--- src/rtl/typec_pkg.sv ---
// Shared Type-C framing definitions used by both the transmit and receive sides.
package typec_pkg;

    // Byte that marks the end of the preamble and the start of the payload.
    localparam logic [7:0] SYNC_BYTE    = 8'h0F;

    // Value of each of the two trailing guard nibbles.
    localparam logic [3:0] GUARD_NIBBLE = 4'h0;

    // Receive framer states.
    typedef enum logic [2:0] {
        ST_IDLE = 3'd0,
        ST_HUNT = 3'd1,
        ST_HI   = 3'd2,
        ST_LO   = 3'd3,
        ST_DONE = 3'd4
    } rx_state_e;

endpackage

--- src/rtl/typec_rxf.sv ---
// Type-C nibble-stream receive framer: hunts for the sync byte, reassembles
// payload bytes through a one-byte hold register (so the trailing guard byte
// is dropped), and reports frame end, framing errors and the payload length.
module typec_rxf
    import typec_pkg::*;
#(
    parameter logic [7:0] SYNC_DATA = SYNC_BYTE,
    parameter int         HUNT_MAX  = 16,
    parameter int         LEN_W     = 8
) (
    input  logic             clk,
    input  logic             rst,
    input  logic [3:0]       din,
    input  logic             fire,
    output logic [7:0]       dout,
    output logic             dval,
    output logic             sof,
    output logic             eof,
    output logic             err,
    output logic [LEN_W-1:0] len
);

    localparam int               HC_W      = $clog2(HUNT_MAX + 1);
    localparam logic [HC_W-1:0]  HUNT_LAST = HC_W'(HUNT_MAX - 1);
    localparam logic [LEN_W-1:0] LEN_MAX   = '1;

    rx_state_e        state_q,    state_d;
    logic [3:0]       win_q,      win_d;       // previous nibble of the sync window
    logic [HC_W-1:0]  hunt_cnt_q, hunt_cnt_d;  // nibbles seen while hunting
    logic [3:0]       hi_q,       hi_d;        // high nibble of the byte in progress
    logic [7:0]       hold_q,     hold_d;      // last completed byte, not yet emitted
    logic             hold_vld_q, hold_vld_d;
    logic [LEN_W-1:0] byte_cnt_q, byte_cnt_d;  // bytes emitted in this frame
    logic             armed_q,    armed_d;     // fire has been seen low since the last frame start
    logic [7:0]       dout_q,     dout_d;
    logic             dval_q,     dval_d;
    logic             sof_q,      sof_d;
    logic             eof_q,      eof_d;
    logic             err_q,      err_d;
    logic [LEN_W-1:0] len_q,      len_d;

    logic             emit;
    logic [LEN_W-1:0] byte_cnt_inc;

    // Next-state, hold-register and output-strobe logic for the framer.
    always_comb begin
        // NOTE: every variable gets a default here so no path leaves one unassigned and infers a latch.
        state_d      = state_q;
        win_d        = win_q;
        hunt_cnt_d   = hunt_cnt_q;
        hi_d         = hi_q;
        hold_d       = hold_q;
        hold_vld_d   = hold_vld_q;
        byte_cnt_d   = byte_cnt_q;
        armed_d      = armed_q | ~fire;
        dout_d       = dout_q;
        dval_d       = 1'b0;
        sof_d        = 1'b0;
        eof_d        = 1'b0;
        err_d        = 1'b0;
        len_d        = len_q;
        emit         = 1'b0;
        byte_cnt_inc = (byte_cnt_q == LEN_MAX) ? byte_cnt_q : byte_cnt_q + 1'b1;

        case (state_q)
            ST_IDLE: begin
                // A frame may only start after fire was low, so the tail of an
                // abandoned or timed-out frame is never mistaken for a new one.
                if (fire && armed_q) begin
                    state_d    = ST_HUNT;
                    win_d      = din;
                    hunt_cnt_d = HC_W'(1);
                    armed_d    = 1'b0;
                    hold_vld_d = 1'b0;
                    byte_cnt_d = '0;
                end
            end
            ST_HUNT: begin
                if (!fire) begin
                    state_d = ST_DONE;
                    eof_d   = 1'b1;
                    err_d   = 1'b1;
                    len_d   = '0;
                end else if ({win_q, din} == SYNC_DATA) begin
                    state_d = ST_HI;
                end else if (hunt_cnt_q >= HUNT_LAST) begin
                    state_d = ST_DONE;
                    eof_d   = 1'b1;
                    err_d   = 1'b1;
                    len_d   = '0;
                end else begin
                    win_d      = din;
                    hunt_cnt_d = hunt_cnt_q + 1'b1;
                end
            end
            ST_HI: begin
                if (fire) begin
                    hi_d    = din;
                    state_d = ST_LO;
                end else begin
                    // Clean end on a byte boundary: the held byte is the guard byte.
                    state_d = ST_DONE;
                    eof_d   = 1'b1;
                    len_d   = byte_cnt_q;
                end
            end
            ST_LO: begin
                if (fire) begin
                    emit       = hold_vld_q;
                    hold_d     = {hi_q, din};
                    hold_vld_d = 1'b1;
                    state_d    = ST_HI;
                end else begin
                    // Odd nibble count: no guard arrived, so the held byte is real payload.
                    emit    = hold_vld_q;
                    state_d = ST_DONE;
                    eof_d   = 1'b1;
                    err_d   = 1'b1;
                    len_d   = hold_vld_q ? byte_cnt_inc : byte_cnt_q;
                end
            end
            ST_DONE: begin
                state_d = ST_IDLE;
            end
            default: begin
                state_d = ST_IDLE;
            end
        endcase

        if (emit) begin
            dout_d     = hold_q;
            dval_d     = 1'b1;
            sof_d      = (byte_cnt_q == '0);
            byte_cnt_d = byte_cnt_inc;
        end
    end

    // State and registered outputs, with synchronous reset.
    always_ff @(posedge clk) begin
        // NOTE: the window, hold register and counters are reset too, so a frame aborted by rst leaves no residue.
        if (rst) begin
            state_q    <= ST_IDLE;
            win_q      <= '0;
            hunt_cnt_q <= '0;
            hi_q       <= '0;
            hold_q     <= '0;
            hold_vld_q <= 1'b0;
            byte_cnt_q <= '0;
            armed_q    <= 1'b0;
            dout_q     <= '0;
            dval_q     <= 1'b0;
            sof_q      <= 1'b0;
            eof_q      <= 1'b0;
            err_q      <= 1'b0;
            len_q      <= '0;
        end else begin
            // NOTE: non-blocking assignments so every flop samples the pre-edge values.
            state_q    <= state_d;
            win_q      <= win_d;
            hunt_cnt_q <= hunt_cnt_d;
            hi_q       <= hi_d;
            hold_q     <= hold_d;
            hold_vld_q <= hold_vld_d;
            byte_cnt_q <= byte_cnt_d;
            armed_q    <= armed_d;
            dout_q     <= dout_d;
            dval_q     <= dval_d;
            sof_q      <= sof_d;
            eof_q      <= eof_d;
            err_q      <= err_d;
            len_q      <= len_d;
        end
    end

    assign dout = dout_q;
    assign dval = dval_q;
    assign sof  = sof_q;
    assign eof  = eof_q;
    assign err  = err_q;
    assign len  = len_q;

endmodule

--- config.mk ---
export PLATFORM = sky130hd
export DESIGN_NAME = typec_rxf
export DESIGN_NICKNAME = d
export VERILOG_FILES = /design/src/rtl/typec_pkg.sv /design/src/rtl/typec_rxf.sv
export SDC_FILE = /design/constraint.sdc
export NUM_CORES = 1
export LEC_CHECK = 0
export ABC_CLOCK_PERIOD_IN_PS = 3300
export CORE_ASPECT_RATIO = 0.8
export CORE_UTILIZATION = 55
export DETAILED_ROUTE_END_ITERATION = 8
export GPL_TIMING_DRIVEN = 0
export PLACE_DENSITY = 0.78
export SETUP_SLACK_MARGIN = 0.2
export SYNTH_ARGS = -nofsm -noshare
export SYNTH_HDL_FRONTEND = slang
export SYNTH_SLANG_ARGS = --single-unit
--- constraint.sdc ---
create_clock -name clk -period 3.3 [get_ports clk]
set_input_delay 0.66 -clock clk [delete_from_list [all_inputs] [get_ports clk]]
set_output_delay 0.66 -clock clk [all_outputs]
set_load 0.05 [all_outputs]
Word level (Yosys, flattened, before mapping)

Index checks and enable logic that the tools add are counted.

RAM bits: 0
Bits in registers: 54
Bits in latches: 0
Memories kept: 0
Bits in read-only memories: 0
Input bits: 7

Equality and inequality tests: 15
Div/mod/pow operators: 0
Add/sub/neg operators: 2
Multiplexer cells: 41
Shift-type cells: 0
Reductions and logical operators: 17
$lt $le $gt $ge: 1
$mul: 0
Bitwise logic cells: 3

Operator list:

| kind                                                                   | number |
|---|---|
| 8-bit 2-to-1 mux                                                       | 10 |
| 8-bit case mux with 3 select lines                                     | 1 |
| 5-bit 2-to-1 mux                                                       | 4 |
| 3-bit 2-to-1 mux                                                       | 6 |
| 4-bit 2-to-1 mux                                                       | 4 |
| 2-bit != test (second input constant)                                  | 7 |
| 3-bit case mux with 4 select lines                                     | 1 |
| 1-bit 2-to-1 mux                                                       | 10 |
| 5-bit case mux with 2 select lines                                     | 1 |
| 5-bit AND reduction                                                    | 2 |
| 8-bit by 1-bit adder with 8-bit output (second input constant)         | 1 |
| 8-bit by 4-bit equality test with 1-bit output (second input constant) | 1 |
| 8-bit equality test (second input constant)                            | 1 |
| 8-bit logical NOT                                                      | 1 |
| 4-bit case mux with 2 select lines                                     | 1 |
| 2-bit AND reduction                                                    | 4 |
| 2-bit nonzero test                                                     | 4 |
| 3-bit by 2-bit equality test with 1-bit output (second input constant) | 2 |
| 3-bit != test (second input constant)                                  | 2 |
| 1-bit case mux with 2 select lines                                     | 3 |
| 5-bit by 1-bit adder with 5-bit output (second input constant)         | 1 |
| 5-bit by 4-bit >= comparator with 1-bit output (second input constant) | 1 |
| 4-bit != test (second input constant)                                  | 1 |
| 2-bit OR reduction                                                     | 2 |
| 7 further kinds                                                        | 8 |

Depth between registers and ports, before layout

Gate-level depths: netlist of the first run.

Depth after elaboration: 5
Depth in mapped cells: 8
Mapped depth without buffers: 7

Least setup slack after synthesis of the first run

OpenSTA, ideal clock, no wires.

Kind: input to register
From: in fire
To: reg len_q[0] (netlist: len[0])
Setup slack: 1,470 ps
Required time: 3,183 ps
Data arrival time: 1,713 ps
Cell stages on the path: 5
Library setup time: 117 ps
Cell sequence: buf_6 nor3b_2 a2111oi_4 a21oi_2 a22o_1

Longest elaborated chain between the ends: 2

Ends and longest elaborated chain:

| what                                                                                | RTL line         | source |
|---|---|---|
| start: declaration                                                                  | typec_rxf.sv:14  | `input logic fire,` |
| 3-bit != test (no line) (tied with other cells)                                     | -                |  |
| 5-bit AND reduction (no line) or 8-bit case mux with 3 select lines (tied branches) | -                |  |
| end signal: assignment                                                              | typec_rxf.sv:171 | `len_q <= len_d;` |
| end: declaration                                                                    | typec_rxf.sv:40  | `logic [LEN_W-1:0] len_q, len_d;` |

Parallel ways exist; a longest one is shown, timed or not.
A chain may end at the register's enable or synchronous reset.

Worst setup path after layout of the first run

From: in din[3]
To: reg len_q[2] (netlist: len[2])

Longest elaborated chain between the ends: 3

Ends and longest elaborated chain:

| what                                           | RTL line        | source |
|---|---|---|
| start: declaration                             | typec_rxf.sv:13 | `input logic [3:0] din,` |
| 8-bit by 4-bit equality test with 1-bit output | typec_rxf.sv:84 | `end else if ({win_q, din} == SYNC_DATA) begin` |
| 3-bit != test (no line)                        | -               |  |
| 5-bit AND reduction (no line)                  | -               |  |

Every way passes these cells.

==> results of run 1 <==
area by class of cell:
type	count	share of cell area
Multi-Input combinational cell	199	0.442
Sequential cell	54	0.375
Clock buffer	5	0.0239
Timing Repair Buffer	24	0.0833
Tap cell	57	0.0247
Buffer	18	0.0313
Inverter	8	0.0104
Clock inverter	3	0.00911
cell families (layout without fill, tap and decap cells):
group / after synthesis / after routing
AO/OA/AOI/OAI: 61 / 61
XOR/XNOR: 2 / 2
adder cells (fa/ha/maj): 4 / 4
buffers and inverters: 26 / 58
flip-flops: 54 / 54
multiplexers: 11 / 11
AND/OR/NAND/NOR: 121 / 121
metrics by stage:
| stage | instances | utilization | setup WS (ns) | area (sq um) |
|---|---|---|---|---|
| after CTS | 368 | 0.677 | 1.16 | 2880 |
| after floorplan | 279 | - | 1.47 | 2480 |
| after detailed placement | 360 | 0.655 | 0.833 | 2790 |
| after global routing | 368 | 0.677 | 1.05 | 2880 |
| after global placement | 360 | 0.655 | 0.874 | 2790 |
| final | 368 | 0.677 | 1.16 | 2880 |
critical path, cell delays in order:
cell and delay (ns):
clkdlybuf4s50_1 0.56, nor4b_4 0.31, nand4_1 0.29, a21oi_2 0.39
a22o_1 0.19
registers in the layout (all words and copies together), names as in the netlist:
register    count
hold_vld_q      1
dout            8
state_q         3
armed_q         1
sof             1
err             1
hi_q            4
byte_cnt_q      8
hold_q          8
eof             1
dval            1
len             8
hunt_cnt_q      5
win_q           4
layer usage:
layer | track usage | vias to the layer above | routed length, um
li1 | - | 1056 | -
met1 | 0.300 | 985 | 2520
met2 | 0.372 | 51 | 2280
met3 | 0.0438 | 10 | 220
met4 | 0.0701 | 0 | 65
met5 | 0 | - | 0
worst max-delay path by stage:
stage / depth (start not counted) / endpoint / slack [ns]
2_1_floorplan: 5 / len[0] / 1.47
3_3_place_gp: 5 / len[0] / 0.87
3_5_place_dp: 5 / len[2] / 0.83
4_1_cts: 5 / len[2] / 1.16
5_1_grt: 5 / len[2] / 1.05
6_report: 5 / len[2] / 1.16
placed cells by master (no fill, tap or decap), drive strengths merged, types with 2 or more instances in the layout:
master / n
dfxtp: 54
o21ai: 3
nand4b: 2
o22ai: 2
and4b: 2
nand3: 10
nor2: 16
inv: 8
a211oi: 3
nand2b: 11
clkdlybuf4s50: 24
and3: 4
and4: 4
nand2: 42
nor3: 6
ha: 4
o31ai: 2
buf: 7
clkbuf: 16
and2: 5
a31oi: 3
o2bb2ai: 4
o211ai: 3
o41ai: 2
mux2i: 11
xnor2: 2
or3b: 2
nor3b: 3
a22o: 2
nor4b: 2
clkinv: 3
or3: 4
a2111oi: 2
nand4: 5
a21oi: 27
power groups by stage:
stage | clock network, mW | registers, mW | logic [mW]
global route | 0.412 | 0.666 | 0.0852
finish | 0.379 | 0.665 | 0.0778
detailed placement | 0 | 0.680 | 0.0779
CTS | 0.392 | 0.665 | 0.0780
global placement | 0 | 0.679 | 0.0761
floorplan | 0 | 0.681 | 0.0531
==> metrics.md, run 1 <==
| Metric | Value |
|---|---|
| YS warnings | `0` |
| Hold Path Class | `flip-flop to flip-flop` |
| Ratio of final minimum period to clock period | `0.649` |
| DR iter-0 viols | `between 150 and 200` |
| Dpl hpwl | `approximately 3.7 mm` |
| Total power | `~1.1 mW` |
| Worst-Skew Late Latency | `~0.31 ns` |
| Worst vdd ir | `~0.25 mV` |
| Fillers | `approximately 400` |
| Post-Synth Simple-Gate Area | `0.266` |
| Hold Path End | `hold_q[4]` |
| R2R setup slack | `~1.3 ns` |
| Cell taking the most area after synthesis | `dfxtp_1` |
| Largest family of logic cells by synthesized area | `simple AND/OR/NAND/NOR gates` |
| Area Overhead vs Synth | `16.4%` |
| CTS resizes | `0` |
| Post-Syn Area | `roughly 2500 sq um` |
| Commonest cells post-synth | `54 x dfxtp_1, 42 x nand2_1, 25 x a21oi_1` |
| Worst Clk Skew | `between 0.008 and 0.009 ns` |
| Yosys cell types | `55` |
| Average cell area after synthesis | `8.88 sq um` |
| Core Rows | `21` |
| Asr flop ratio synth | `0` |
| Slew headroom | `0.635` |
| Start of the worst register-to-register path | `hunt_cnt_q[0]` |
| RSZ-0062 raised after global routing | `no` |
| I/O pin count | `27` |
| Final hold viol count | `0` |
| Leakage power | `about 0.99 nW` |
| Max Cap Viol | `0` |
| Gate Count Post-Synth | `about 280` |
| Number of synthesized register bits | `between 50 and 60` |
| Crit Path Class | `input pin to flip-flop` |
| Clk sinks | `54` |
| Top_reg_cell synth | `dfxtp_1` |
| Die X-Extent | `77.0 um` |
| Hold_sp | `hi_q[0]` |
| Number of flops mapped to enable cells by yosys | `0` |
| P per Cell Area | `389 nW/um^2` |
| Multi-input gate area | `around 1300 sq um` |
| # DRC | `0` |
| Comb pwr share | `0.069` |
| Die height | `62.0 um` |
| Reg power frac | `0.593` |
| Clk buf depth | `2` |
| Sw Share | `0.249` |
| Worst hold slack | `about 0.46 ns` |
| Die area | `4780 sq um` |
| Hold depth | `2` |
| Worst r2r dst | `hunt_cnt_q[4]` |
| Share of layout cells above drive strength 1 | `0.0868` |
| Register area | `about 1100 sq um` |
| Most frequent cell after synthesis | `dfxtp_1` |
| Worst Setup Start Kind | `input pin` |
| Setup violators final | `0` |
| Remaining antenna violation count | `0` |
| Routed wire per std cell | `approximately 14 um` |
| Vias in the first global route | `between 1500 and 2000` |
| Grt total ovfl | `0` |
| CP arrival | `approximately 2.4 ns` |
| Number of nets in the layout | `between 300 and 400` |
| Register area share after synthesis | `0.437` |
| Post-synth top area share | `0.437` |
| Initial antenna violation count | `0` |
| Post-synthesis mux area share | `0.0445` |
| Post-synthesis xor/xnor area fraction | `0.00707` |
| H-tree levels | `2` |
| Worst setup path start | `din[3]` |
| Vias | `about 2100` |
| N_diodes | `0` |
| Sw power | `between 0.2 and 0.3 mW` |
| CTS tree | `built` |
| Root Buffer | `clkbuf_8` |
| Post-Route WL | `5.09 mm` |
| Crit. End Element | `flip-flop` |
| Gpl congestion | `between 0.8 and 0.9` |
| Achievable frequency | `467 MHz` |
| Clock Pin Slew Worst Setup and Hold Paths | `0.10 ns` |
| Adder-cell share of the synthesized area | `0.0202` |
| Vias per inst | `between 5 and 6` |
| Largest fanout on the critical path | `7` |
| Overall routing resource usage | `0.223` |
| Final Max Slew Viols | `0` |
| Status | `complete, no violations` |
| Clk network pwr share | `0.338` |
| Crit path required time | `3.56 ns` |
| Drt pass-1 iters | `4` |
| Pint | `~0.84 mW` |
| Syn Nets | `290` |
| First-pass GRT wire length | `between 8 and 9 mm` |
| Worst R2R Path Depth | `7` |
| Post-synthesis compound-gate area fraction | `0.177` |
| CTS buffer count | `5` |
| Top cells by area, synth | `dfxtp_1 44%, nand2_1 6.4%, a21oi_1 5.1%` |
| Fin Setup TNS | `0 ns` |
| Actual slew at the worst max-slew pin | `around 0.55 ns` |
| Fin crit period | `about 2.1 ns` |
| Starting density of the core | `0.582` |
| Hold buffers post-CTS | `0` |
| Core ar. | `roughly 4300 sq um` |
| Largest net degree at the start of global routing | `19` |
| IO buf count | `24` |
| Setup Fix Bufs, Post-CTS | `0` |
Power figures use the tool's default switching activity.
==> inputs of run 2 (changes only) <==
- ABC_CLOCK_PERIOD_IN_PS: 3300 -> 2000
- clock period: 3.3 -> 2 ns (I/O delays scaled with it)
==> run 2 against run 1 <==
Net effect: wire length rose by 4.1%; sequential power grew 65%; first-iteration DRC count up 8.0%; combinational power is 89% higher; sequential share of layout area down 1.2 points; non-clock buffer count grew 7; cell count rose by 1.9%; utilization increased by 2.4 points; count of clock-buffer cells in the layout unchanged; power grew 67%.
==> metrics.md, run 2 (same netlist as run 1, synthesis figures left out) <==
| Metric | Value |
|---|---|
| Status | `complete, no violations (unchanged)` |
| Hold Path Class | `input pin to flip-flop (was flip-flop to flip-flop)` |
| Vias | `2141 (was 2102)` |
| CP arrival | `2.10 ns (was 2.40 ns)` |
| Core Rows | `21 (unchanged)` |
| CTS buffer count | `5 (unchanged)` |
| Worst R2R Path Depth | `8 (was 7)` |
| Worst hold slack | `0.304 ns (was 0.457 ns)` |
| Initial antenna violation count | `0 (unchanged)` |
| Worst Clk Skew | `0.00792 ns (was 0.00820 ns)` |
| Fin area | `2990 sq um (was 2880 sq um)` |
| # DRC | `0 (unchanged)` |
| Largest net degree at the start of global routing | `19 (unchanged)` |
| Worst-Skew Late Latency | `0.31 ns (about the same)` |
| Worst r2r dst | `len[2] (was hunt_cnt_q[4])` |
| Final hold viol count | `0 (unchanged)` |
| Max Cap Viol | `0 (unchanged)` |
| Starting density of the core | `0.582 (unchanged)` |
| Met1 usage | `0.317 (was 0.300)` |
| Die area | `4780 sq um (unchanged)` |
| Most common cell after layout, fill and taps aside | `dfxtp_1 (unchanged)` |
| Crit. End Element | `flip-flop (unchanged)` |
| Setup violators final | `0 (unchanged)` |
| Top Usage Layer GRT | `met2 (unchanged)` |
| Start of the worst register-to-register path | `hunt_cnt_q[0] (unchanged)` |
| Post-DP Area | `2800 sq um (was 2790 sq um)` |
| Post-Layout Cell Count | `375 (was 368)` |
| Dpl hpwl | `3.65 mm (was 3.72 mm)` |
| GR Util met2 | `0.364 (was 0.372)` |
| Clk sinks | `54 (unchanged)` |
| H-tree levels | `2 (unchanged)` |
| Actual slew at the worst max-slew pin | `0.561 ns (was 0.547 ns)` |
| Worst slack at placement | `-0.172 ns (was 0.833 ns)` |
| Vias per inst | `5.71 (about the same)` |
| Worst Setup EP | `len[2] (unchanged)` |
| IO buf count | `24 (unchanged)` |
| Drt pass-1 iters | `4 (unchanged)` |
| Grt total ovfl | `0 (unchanged)` |
| Vias in the first global route | `1843 (was 1826)` |
| Worst Slack Setup Final | `0.109 ns (was 1.16 ns)` |
| I/O pin count | `27 (unchanged)` |
| Crit path required time | `2.21 ns (was 3.56 ns)` |
| Gpl congestion | `0.897 (was 0.857)` |
| Achievable frequency | `529 MHz` |
| Die X-Extent | `77.0 um (unchanged)` |
| Worst setup path start | `hunt_cnt_q[0] (was din[3])` |
| Final Max Slew Viols | `0 (unchanged)` |
| Largest fanout on the critical path | `7 (unchanged)` |
| Leakage power | `1.12 nW (was 0.990 nW)` |
| Routed wire per std cell | `14.1 um (was 13.8 um)` |
| Clk buf depth | `2 (unchanged)` |
| Worst Setup Start Kind | `flip-flop (was input pin)` |
| Most frequent cells in the layout | `52 x dfxtp_1, 41 x nand2_1, 24 x a21oi_1 (was 54 x dfxtp_1, 42 x nand2_1, 25 x a21oi_1)` |
| Placed Cells | `360 (unchanged)` |
| Fin crit period | `1.89 ns` |
| N_diodes | `0 (unchanged)` |
| Root Buffer | `clkbuf_8 (unchanged)` |
| RSZ-0062 raised after global routing | `yes (was no)` |
| Area Overhead vs Synth | `20.6% (was 16.4%)` |
| Overall routing resource usage | `0.228 (was 0.223)` |
| Slew headroom | `0.626 (was 0.635)` |
| Die height | `62.0 um (unchanged)` |
| Crit Path Class | `flip-flop to flip-flop (was input pin to flip-flop)` |
| Remaining antenna violation count | `0 (unchanged)` |
| P per Cell Area | `628 nW/um^2 (was 389 nW/um^2)` |
| R2R setup slack | `0.11 ns (was 1.28 ns)` |
| Core ar. | `4260 sq um (unchanged)` |
| DR iter-0 viols | `190 (was 176)` |
| GR Util met3 | `0.0438 (unchanged)` |
| Clock Pin Slew Worst Setup and Hold Paths | `0.10 ns (about the same)` |
| Share of layout cells above drive strength 1 | `0.142 (was 0.0868)` |
| First-pass GRT wire length | `8.56 mm (was 8.32 mm)` |
| CTS tree | `built (unchanged)` |
| Post-Route WL | `5.30 mm (was 5.09 mm)` |
| Worst vdd ir | `0.432 mV (was 0.250 mV)` |
| Number of nets in the layout | `328 (was 321)` |
| Hold buffers post-CTS | `0 (unchanged)` |
| Ratio of final minimum period to clock period | `0.946` |
run 2: how the worst min path moves through the flow:
| stage | cells after the start | slack (ns) | endpoint | start |
|---|---|---|---|---|
| finish | 2 | 0.30 | armed_q | fire |
| global route | 2 | 0.30 | armed_q | fire |
| global placement | 2 | 0.45 | hold_q[4] | hi_q[0] |
| floorplan | 2 | 0.43 | hold_q[4] | hi_q[0] |
| detailed placement | 1 | 0.45 | len[6] | len[6] |
| CTS | 2 | 0.30 | armed_q | fire |
run 2: metrics by stage:
| step | total power [mW] | TNS, ns | util |
|---|---|---|---|
| 2_1_floorplan | 1.21 | 0 | - |
| 3_3_place_gp | 1.25 | -0.976 | 0.658 |
| 3_5_place_dp | 1.25 | -1.18 | 0.658 |
| 4_1_cts | 1.87 | 0 | 0.693 |
| 5_1_grt | 1.94 | 0 | 0.702 |
| 6_report | 1.88 | 0 | 0.702 |
run 2: layout make-up:
class                           count  area (sq um)
Multi-Input combinational cell    199          1340
Fill cell                         372          1270
Sequential cell                    54          1080
Timing Repair Buffer               31           272
Buffer                             18          97.6
Tap cell                           57          71.3
Clock buffer                        5          68.8
Inverter                            8          30.0
Clock inverter                      3          23.8
run 2: critical path, cell delays in order, from the launching register on:
cell	delay, ns
dfxtp_2	0.37
ha_4	0.14
and3_4	0.20
ha_4	0.14
nor3b_4	0.05
a2111oi_4	0.40
buf_4	0.19
a21oi_4	0.08
a22o_1	0.23
run 2: power by group:
part	internal (mW)	switching (mW)	leakage (nW)	total, mW
Clock	0.251	0.380	0.0408	0.631
Combinational	0.0622	0.0847	0.647	0.147
Sequential	1.09	0.0108	0.437	1.10
Total	1.40	0.476	1.12	1.88
run 2: routing by layer:
layer	vias up	wire length [um]
met3	7	296
met4	0	51
li1	1073	-
met2	65	2330
met1	996	2620
met5	-	0
run 2: what timing repair did:
| item | CTS | global route |
|---|---|---|
| resized for setup | 30 | 9 |
| buffers inserted | 5 | 2 |
| setup endpoints to repair | 38 | 26 |
| pin swaps | 12 | 8 |
| gates cloned | 0 | 0 |
